<file path="src/rtl/fetch_stage_pkg.sv">
// Shared definitions for the instruction fetch stage: FSM encoding, constants, reset PC.
// Counter width applies only when FETCH_PERF_CNT_EN is defined.
package fetch_stage_pkg;

    typedef enum logic [1:0] {
        ST_FETCH = 2'd0,
        ST_HOLD  = 2'd1,
        ST_FLUSH = 2'd2
    } fetch_state_e;

    localparam logic [31:0] NOP_INSTR        = 32'h0000_0000;
    localparam logic [31:0] PC_STEP          = 32'd4;
    localparam logic [31:0] DEFAULT_RESET_PC = 32'h0000_0000;
    localparam int          CNT_W            = 16;

endpackage

</file>
<file path="src/rtl/fetch_perf_cnt.sv">
// Saturating event counter used by the fetch stage performance monitors.
// Compiled only when FETCH_PERF_CNT_EN is defined.
`ifdef FETCH_PERF_CNT_EN
module fetch_perf_cnt
    import fetch_stage_pkg::*;
(
    input  logic             clk,
    input  logic             rst_n,
    input  logic             i_inc,
    output logic [CNT_W-1:0] o_count
);

    logic [CNT_W-1:0] r_count;

    always_ff @(posedge clk or negedge rst_n) begin
        if (!rst_n) begin
            r_count <= '0;
        end else if (i_inc && (r_count != '1)) begin
            r_count <= r_count + 1'b1;
        end
    end

    assign o_count = r_count;

endmodule
`endif

</file>
<file path="src/rtl/fetch_stage.sv">
// Instruction fetch stage: PC register, IF/ID pipeline register and stall/flush FSM.
// Optional stall/bubble performance counters are enabled with FETCH_PERF_CNT_EN.
module fetch_stage
    import fetch_stage_pkg::*;
#(
    parameter logic [31:0] RESET_PC = DEFAULT_RESET_PC
)(
    input  logic        clk,
    input  logic        rst_n,
    input  logic        stall,
    input  logic        redirect,
    input  logic [31:0] redirect_pc,
    output logic [31:0] imem_addr,
    input  logic [31:0] imem_rdata,
    output logic [31:0] ins,
    output logic [31:0] if_id_ins,
    output logic [31:0] if_id_pc4,
    output logic        if_id_valid,
    output logic [1:0]  fetch_state
`ifdef FETCH_PERF_CNT_EN
    ,
    output logic [15:0] stall_cycles,
    output logic [15:0] bubble_cycles
`endif
);

    fetch_state_e r_state;
    fetch_state_e w_next_state;
    logic [31:0]  r_pc;
    logic [31:0]  r_if_id_ins;
    logic [31:0]  r_if_id_pc4;
    logic         r_if_id_valid;
    logic [31:0]  w_pc_plus4;

    assign w_pc_plus4 = r_pc + PC_STEP;

    // NOTE: sequential state uses non-blocking assignments so every register samples pre-edge values.
    always_ff @(posedge clk or negedge rst_n) begin
        if (!rst_n) begin
            r_state <= ST_FETCH;
        end else begin
            r_state <= w_next_state;
        end
    end

    // NOTE: default assignment first so no path through the block can infer a latch.
    always_comb begin
        w_next_state = ST_FETCH;
        if (redirect) begin
            w_next_state = ST_FLUSH;
        end else if (stall) begin
            w_next_state = ST_HOLD;
        end
    end

    // Encoding 3 is never entered, but is reported as FETCH should it ever appear.
    always_comb begin
        fetch_state = ST_FETCH;
        case (r_state)
            ST_HOLD:  fetch_state = ST_HOLD;
            ST_FLUSH: fetch_state = ST_FLUSH;
            default:  fetch_state = ST_FETCH;
        endcase
    end

    // Redirect wins over stall; the word fetched at the old PC is discarded as a bubble.
    always_ff @(posedge clk or negedge rst_n) begin
        if (!rst_n) begin
            r_pc          <= RESET_PC;
            r_if_id_ins   <= NOP_INSTR;
            r_if_id_pc4   <= '0;
            r_if_id_valid <= 1'b0;
        end else if (redirect) begin
            r_pc          <= {redirect_pc[31:2], 2'b00};
            r_if_id_ins   <= NOP_INSTR;
            r_if_id_pc4   <= '0;
            r_if_id_valid <= 1'b0;
        end else if (!stall) begin
            r_pc          <= w_pc_plus4;
            r_if_id_ins   <= imem_rdata;
            r_if_id_pc4   <= w_pc_plus4;
            r_if_id_valid <= 1'b1;
        end
    end

    assign imem_addr   = r_pc;
    assign ins         = imem_rdata;
    assign if_id_ins   = r_if_id_ins;
    assign if_id_pc4   = r_if_id_pc4;
    assign if_id_valid = r_if_id_valid;

`ifdef FETCH_PERF_CNT_EN
    logic w_stall_evt;

    assign w_stall_evt = stall && !redirect;

    fetch_perf_cnt u_stall_cnt (
        .clk     (clk),
        .rst_n   (rst_n),
        .i_inc   (w_stall_evt),
        .o_count (stall_cycles)
    );

    fetch_perf_cnt u_bubble_cnt (
        .clk     (clk),
        .rst_n   (rst_n),
        .i_inc   (redirect),
        .o_count (bubble_cycles)
    );
`endif

endmodule

</file>
<file path="config.mk">
export PLATFORM = sky130hd
export DESIGN_NAME = fetch_stage
export DESIGN_NICKNAME = d
export VERILOG_FILES = /design/src/rtl/fetch_stage_pkg.sv /design/src/rtl/fetch_perf_cnt.sv /design/src/rtl/fetch_stage.sv
export SDC_FILE = /design/constraint.sdc
export NUM_CORES = 1
export LEC_CHECK = 0
export ABC_AREA = 1
export CORE_AREA = 2 2 108 110
export CTS_CLUSTER_DIAMETER = 120
export DETAILED_ROUTE_END_ITERATION = 6
export DIE_AREA = 0 0 110 112
export GPL_ROUTABILITY_DRIVEN = 0
export MAX_ROUTING_LAYER = met4
export PLACE_DENSITY = 0.8
export SYNTH_ARGS = -nofsm -noshare
export SYNTH_HDL_FRONTEND = slang
export SYNTH_HIERARCHICAL = 1
export SYNTH_SLANG_ARGS = --single-unit
</file>
<file path="constraint.sdc">
create_clock -name clk -period 1.55 [get_ports clk]
set_clock_uncertainty 0.05 [all_clocks]
set_input_delay 0.155 -clock clk [delete_from_list [all_inputs] [get_ports clk]]
set_output_delay 0.155 -clock clk [all_outputs]
set_load 0.01 [all_outputs]
</file>
# After elaboration in Yosys (flattened, before gate mapping)
# Index checks and enable logic that the tools add are counted.
# totals
register_bits	99
input_bits	68
out_inout_bits	131
elab_cells	19
# classes
addsub	1
eq_ne	3
muxes	10
# ops
op	n
two-way mux 32 bit	5
adder 32 x 3 -> 32 bit (second input constant)	1
one-hot mux 2 bit (2 select lines)	1
two-way mux 1 bit	3
equality test 2 x 1 -> 1 bit (second input constant)	1
equality test 2 bit (second input constant)	1
two-way mux 2 bit	1
!= test 2 x 1 -> 1 bit (second input constant)	1

# Depth between registers and ports, before layout
# logic_depth
word_depth	3
depth_mapped	9
ltp_nobuf	9

# Worst setup path after synthesis
# OpenSTA, ideal clock, no wires.
# synth_path
path_kind	register to register
start	register r_pc[3], in the netlist imem_addr[3]
end	register r_if_id_pc4[22], in the netlist if_id_pc4[22]
setup_ns	0.117
t_arrival_ns	1.303
required_ns	1.383
setup_slack_ns	0.079
stages_incl_launch_ff	9
path_buffers	0
path_cell_list	dfrtp_1 -> ha_1 -> nand2_1 -> nor2_4 -> nand2_4 -> nor2_4 -> nand3_1 -> nand3_2 -> nand2_1
# synth_between
elab_chain_cells	3
# synth_lines
item	line	source
start: declaration	fetch_stage.sv:29	logic [31:0] r_pc;
start signal: assignment	fetch_stage.sv:74	r_pc <= {redirect_pc[31:2], 2'b00};
start signal: assignment	fetch_stage.sv:79	r_pc <= w_pc_plus4;
adder 32 x 3 -> 32 bit	fetch_stage.sv:35	assign w_pc_plus4 = r_pc + PC_STEP;
two-way mux 32 bit	fetch_stage.sv:78	end else if (!stall) begin
two-way mux 32 bit	fetch_stage.sv:73	end else if (redirect) begin
end signal: assignment	fetch_stage.sv:81	r_if_id_pc4 <= w_pc_plus4;
end: declaration	fetch_stage.sv:31	logic [31:0] r_if_id_pc4;
# No other way between the ends. The select of a mux whose other input is x is not followed.
# A chain may end at the register's enable or synchronous reset.

# Worst setup path in the final report
# layout_path
start	register r_pc[12], in the netlist imem_addr[12]
end	output imem_addr[12]
# layout_lines
item	line	source
end: declaration	fetch_stage.sv:13	output logic [31:0] imem_addr,
# No word-level cell between the ends.

==> impl.org <==
** Status
- The flow ran to the end, and the final reports show no timing, DRC or antenna violations.

** Worst setup path
- At the worst endpoint, the arrival time is roughly 1.3 ns.
- Worst r2r dst :: if_id_pc4[20]$_DFFE_PN0N_
- Crit path max fanout :: 4
- Library cell contributing the largest single delay on the critical path :: sky130_fd_sc_hd__clkdlybuf4s50_1
- For the worst setup path, the data required time is ~1.3 ns.
- Measured in cells, the most critical reg-to-reg path has a length of 8.
- The worst setup path is of the flip-flop to primary output kind.
- Buffers & Inverters on Critical Path :: 1
- Setup slack on the worst reg-to-reg path comes out at approximately 0.040 ns.
- Launching element type of the critical path :: flip-flop
- Critical path capture point type :: primary output
- The largest single stage delay on the critical path is 0.59 ns.
- Gate family responsible for the most delay along the worst path :: buffers and inverters
- Crit-path cells :: clkdlybuf4s50_1
- In this run the critical register-to-register path is launched from imem_addr[6]$_DFFE_PN0N_.

** Floorplan
- Chip Height :: 112 um
- IO Pins :: approximately 200
- For this configuration, the core starts out at a cell density of 0.423.
- The die covers 12,300 um2.
- Area of the placeable core :: around 11,000 um2
- Row cnt :: 39
- From left edge to right edge, the die measures 110 um.

** Drt
- Violation count after the first detailed-routing iteration :: between 200 and 250
- The count of nets left with antenna violations once routing finished came out at 0.
- For this run, design rule violations remaining after detail routing come to 0.
- Number of detailed-routing iterations run before antenna repair :: 6
- Summed over all layers, the routed wires come to between 10 and 15 mm.
- After detailed routing, the average wire length per cell comes to roughly 16 um.
- Vias post-DR :: 4,642
- After detailed routing, the number of vias per cell comes to between 5 and 6.

** Flow run
- Number of max-cap violations :: 0

** Logic synthesis
- Area contributors post-synth :: sky130_fd_sc_hd__dfrtp_1 51%, sky130_fd_sc_hd__nand2_1 16%, sky130_fd_sc_hd__a22o_1 5.9%
- Yosys warning total :: 6
- Post-synth cell types :: 26
- Area share of the leading cell type in the synthesized netlist :: 0.509
- Of all cell types, the one taking the most synthesized area is sky130_fd_sc_hd__dfrtp_1.
- Flops & latches, synth :: 96
- Synthesis produced 564 cells.
- In this run the cell area of the synthesized design comes to 4720 um2.
- Of the synthesized area, sequential elements account for 0.509.
- The average instance in the mapped netlist occupies between 8 and 9 um2.

** Clock network
- The H-tree generated during clock tree synthesis spans 3 levels.
- Worst-Skew Late Latency :: around 0.34 ns
- CTS Buffer Depth :: 2
- CTS tree :: done
- Clock root buffer :: sky130_fd_sc_hd__clkbuf_16
- Clock tree synthesis found a total of 96 sinks.
- Clock-pin slew on the worst setup and hold paths :: roughly 0.060 ns
- Num CTS Buffers :: 9

** Global route
- The number of global-route vias before repair came to between 4,000 and 5,000.
- For this run, global-route usage on met3 was measured as 0.0457.
- Largest net degree at the start of global routing :: 42
- The initial antenna violation count came to 1.
- Global-route total usage across every layer :: 0.250
- After global routing the overflow that remains totals 0.
- Global-route track usage on met1 :: 0.297
- The layer flagged by global routing as most heavily used is met2.
- The first global-routing pass estimated between 20 and 25 mm of wire.
- Met2 Usage GRT :: 0.419

** Layout
- Most common library cell in the layout ignoring fill and taps :: sky130_fd_sc_hd__nand2_1
- Area grow syn2layout :: 56.7%
- Final cell utilization of the core :: 0.662
- In the layout the commonest cells are 189 x sky130_fd_sc_hd__nand2_1, 169 x sky130_fd_sc_hd__clkdlybuf4s50_1, 91 x sky130_fd_sc_hd__dfrtp_1, 45 x sky130_fd_sc_hd__inv_1, 38 x sky130_fd_sc_hd__buf_4.
- Fraction of layout instances using a drive strength above 1 :: 0.154
- In the final design database the tool counted 830 nets.

** Place
- Number of buffer cells added on primary ports :: a little under 200
- Detailed placement finished with a half-perimeter wire length of 10.9 mm.

** Power
- For this design the static power due to leakage is ~0.0035 uW.
- For this design the ratio of total power to cell area is between 900 and 1000 nW/um2.
- Across the VDD grid, the largest voltage drop is ~490 uV.

** STA
- Setup repair after global routing could not meet its margin everywhere.
- Number of endpoints failing setup at the final stage :: 0
- In the finished design, the share of the clock period the worst path needs comes to 0.994.
- The max-slew violation count was 0.
- Shortest period the worst path allows :: around 1.5 ns
- For this run, the top clock speed supported by timing is about 650 MHz.
- Setup tns final :: 0 ns
- Number of hold violations in the final report :: 0

** Hold path
- Class of the tightest hold or removal check :: primary input to asynchronous set/reset pin
metal layers:
layer | share of wire | routed length (um) | vias up
met5 | 0 | 0 | -
met4 | 0.020 | 303 | 0
li1 | - | - | 2168
met3 | 0.087 | 1290 | 24
met2 | 0.51 | 7600 | 205
met1 | 0.38 | 5730 | 2245
timing repair:
action	CTS	global route
gates resized for setup	24	47
buffers inserted	10	6
endpoints found under the hold margin	24	0
endpoints found under the setup margin	37	53
cloned	0	0
pin swaps	2	16
hold buffers	1	0
stage by stage:
step                hold slack (ns)  setup WS, ns  instance area, um2  power [uW]  std cells
finish                        0.215       0.00980                7400        6760        910
global route                  0.244       -0.0538                7400        7070        910
CTS                           0.218       0.00345                7190        6760        903
detailed placement           0.0436        -0.114                6780        4310        876
global placement             0.0410       -0.0439                6780        4270        876
floorplan                    -0.191        0.0792                4730        3440        565
cells by family after synthesis:
group | Yosys count | synth area share
AND/OR/NAND/NOR | 298 | 0.272
XOR/XNOR | 2 | 0.00371
adder cells (fa/ha/maj) | 1 | 0.00265
flip-flops | 96 | 0.509
other | 1 | 0.000794
AO/OA/AOI/OAI | 64 | 0.0996
buffers and inverters | 102 | 0.112
synth_stat cells (all sizes together):
library cell	number
xnor2	2
a21oi	2
and2	2
o211ai	6
clkbuf	6
clkinv	1
dfrtp	96
nand4	1
o21ai	18
inv	47
o21bai	6
or2	1
buf	48
nand2	198
conb	1
nand3	49
nor2	47
a22o	32
ha	1
registers in the layout, summed over array words and instances (netlist names):
signal	cells
if_id_valid	1
if_id_ins	32
r_state	2
if_id_pc4	31
imem_addr	30
layout make-up:
| cell class | instances | area (um2) |
|---|---|---|
| fill | 890 | 3780 |
| sequential | 96 | 2410 |
| timing repair buffer | 239 | 2340 |
| multi-input combinational | 367 | 1960 |
| clock buffer | 10 | 239 |
| inverter | 48 | 180 |
| tap | 143 | 179 |
| clock inverter | 6 | 91.3 |
| antenna | 1 | 2.50 |
report_power, final:
group          leakage (uW)  switching [uW]  total [uW]  internal, uW
sequential          0.00124             156        2850          2690
clock              0.000151             963        2430          1460
combinational       0.00214             700        1490           785
total               0.00353            1820        6760          4940
worst max-delay path by stage:
stage	start	to	slack (ns)	depth (start not counted)
floorplan	imem_addr[3]$_DFFE_PN0N_	if_id_pc4[22]$_DFFE_PN0N_	0.08	8
global placement	stall	imem_addr[24]$_DFFE_PN0N_	-0.04	8
detailed placement	stall	imem_addr[31]$_DFFE_PN0N_	-0.11	8
CTS	imem_addr[2]$_DFFE_PN0N_	imem_addr[15]$_DFFE_PN0N_	0.003	8
global route	imem_addr[3]$_DFFE_PN0N_	if_id_pc4[25]$_DFFE_PN0N_	-0.05	9
finish	imem_addr[12]$_DFFE_PN0N_	imem_addr[12]	0.01	1
(Power assumes the default switching activity.)
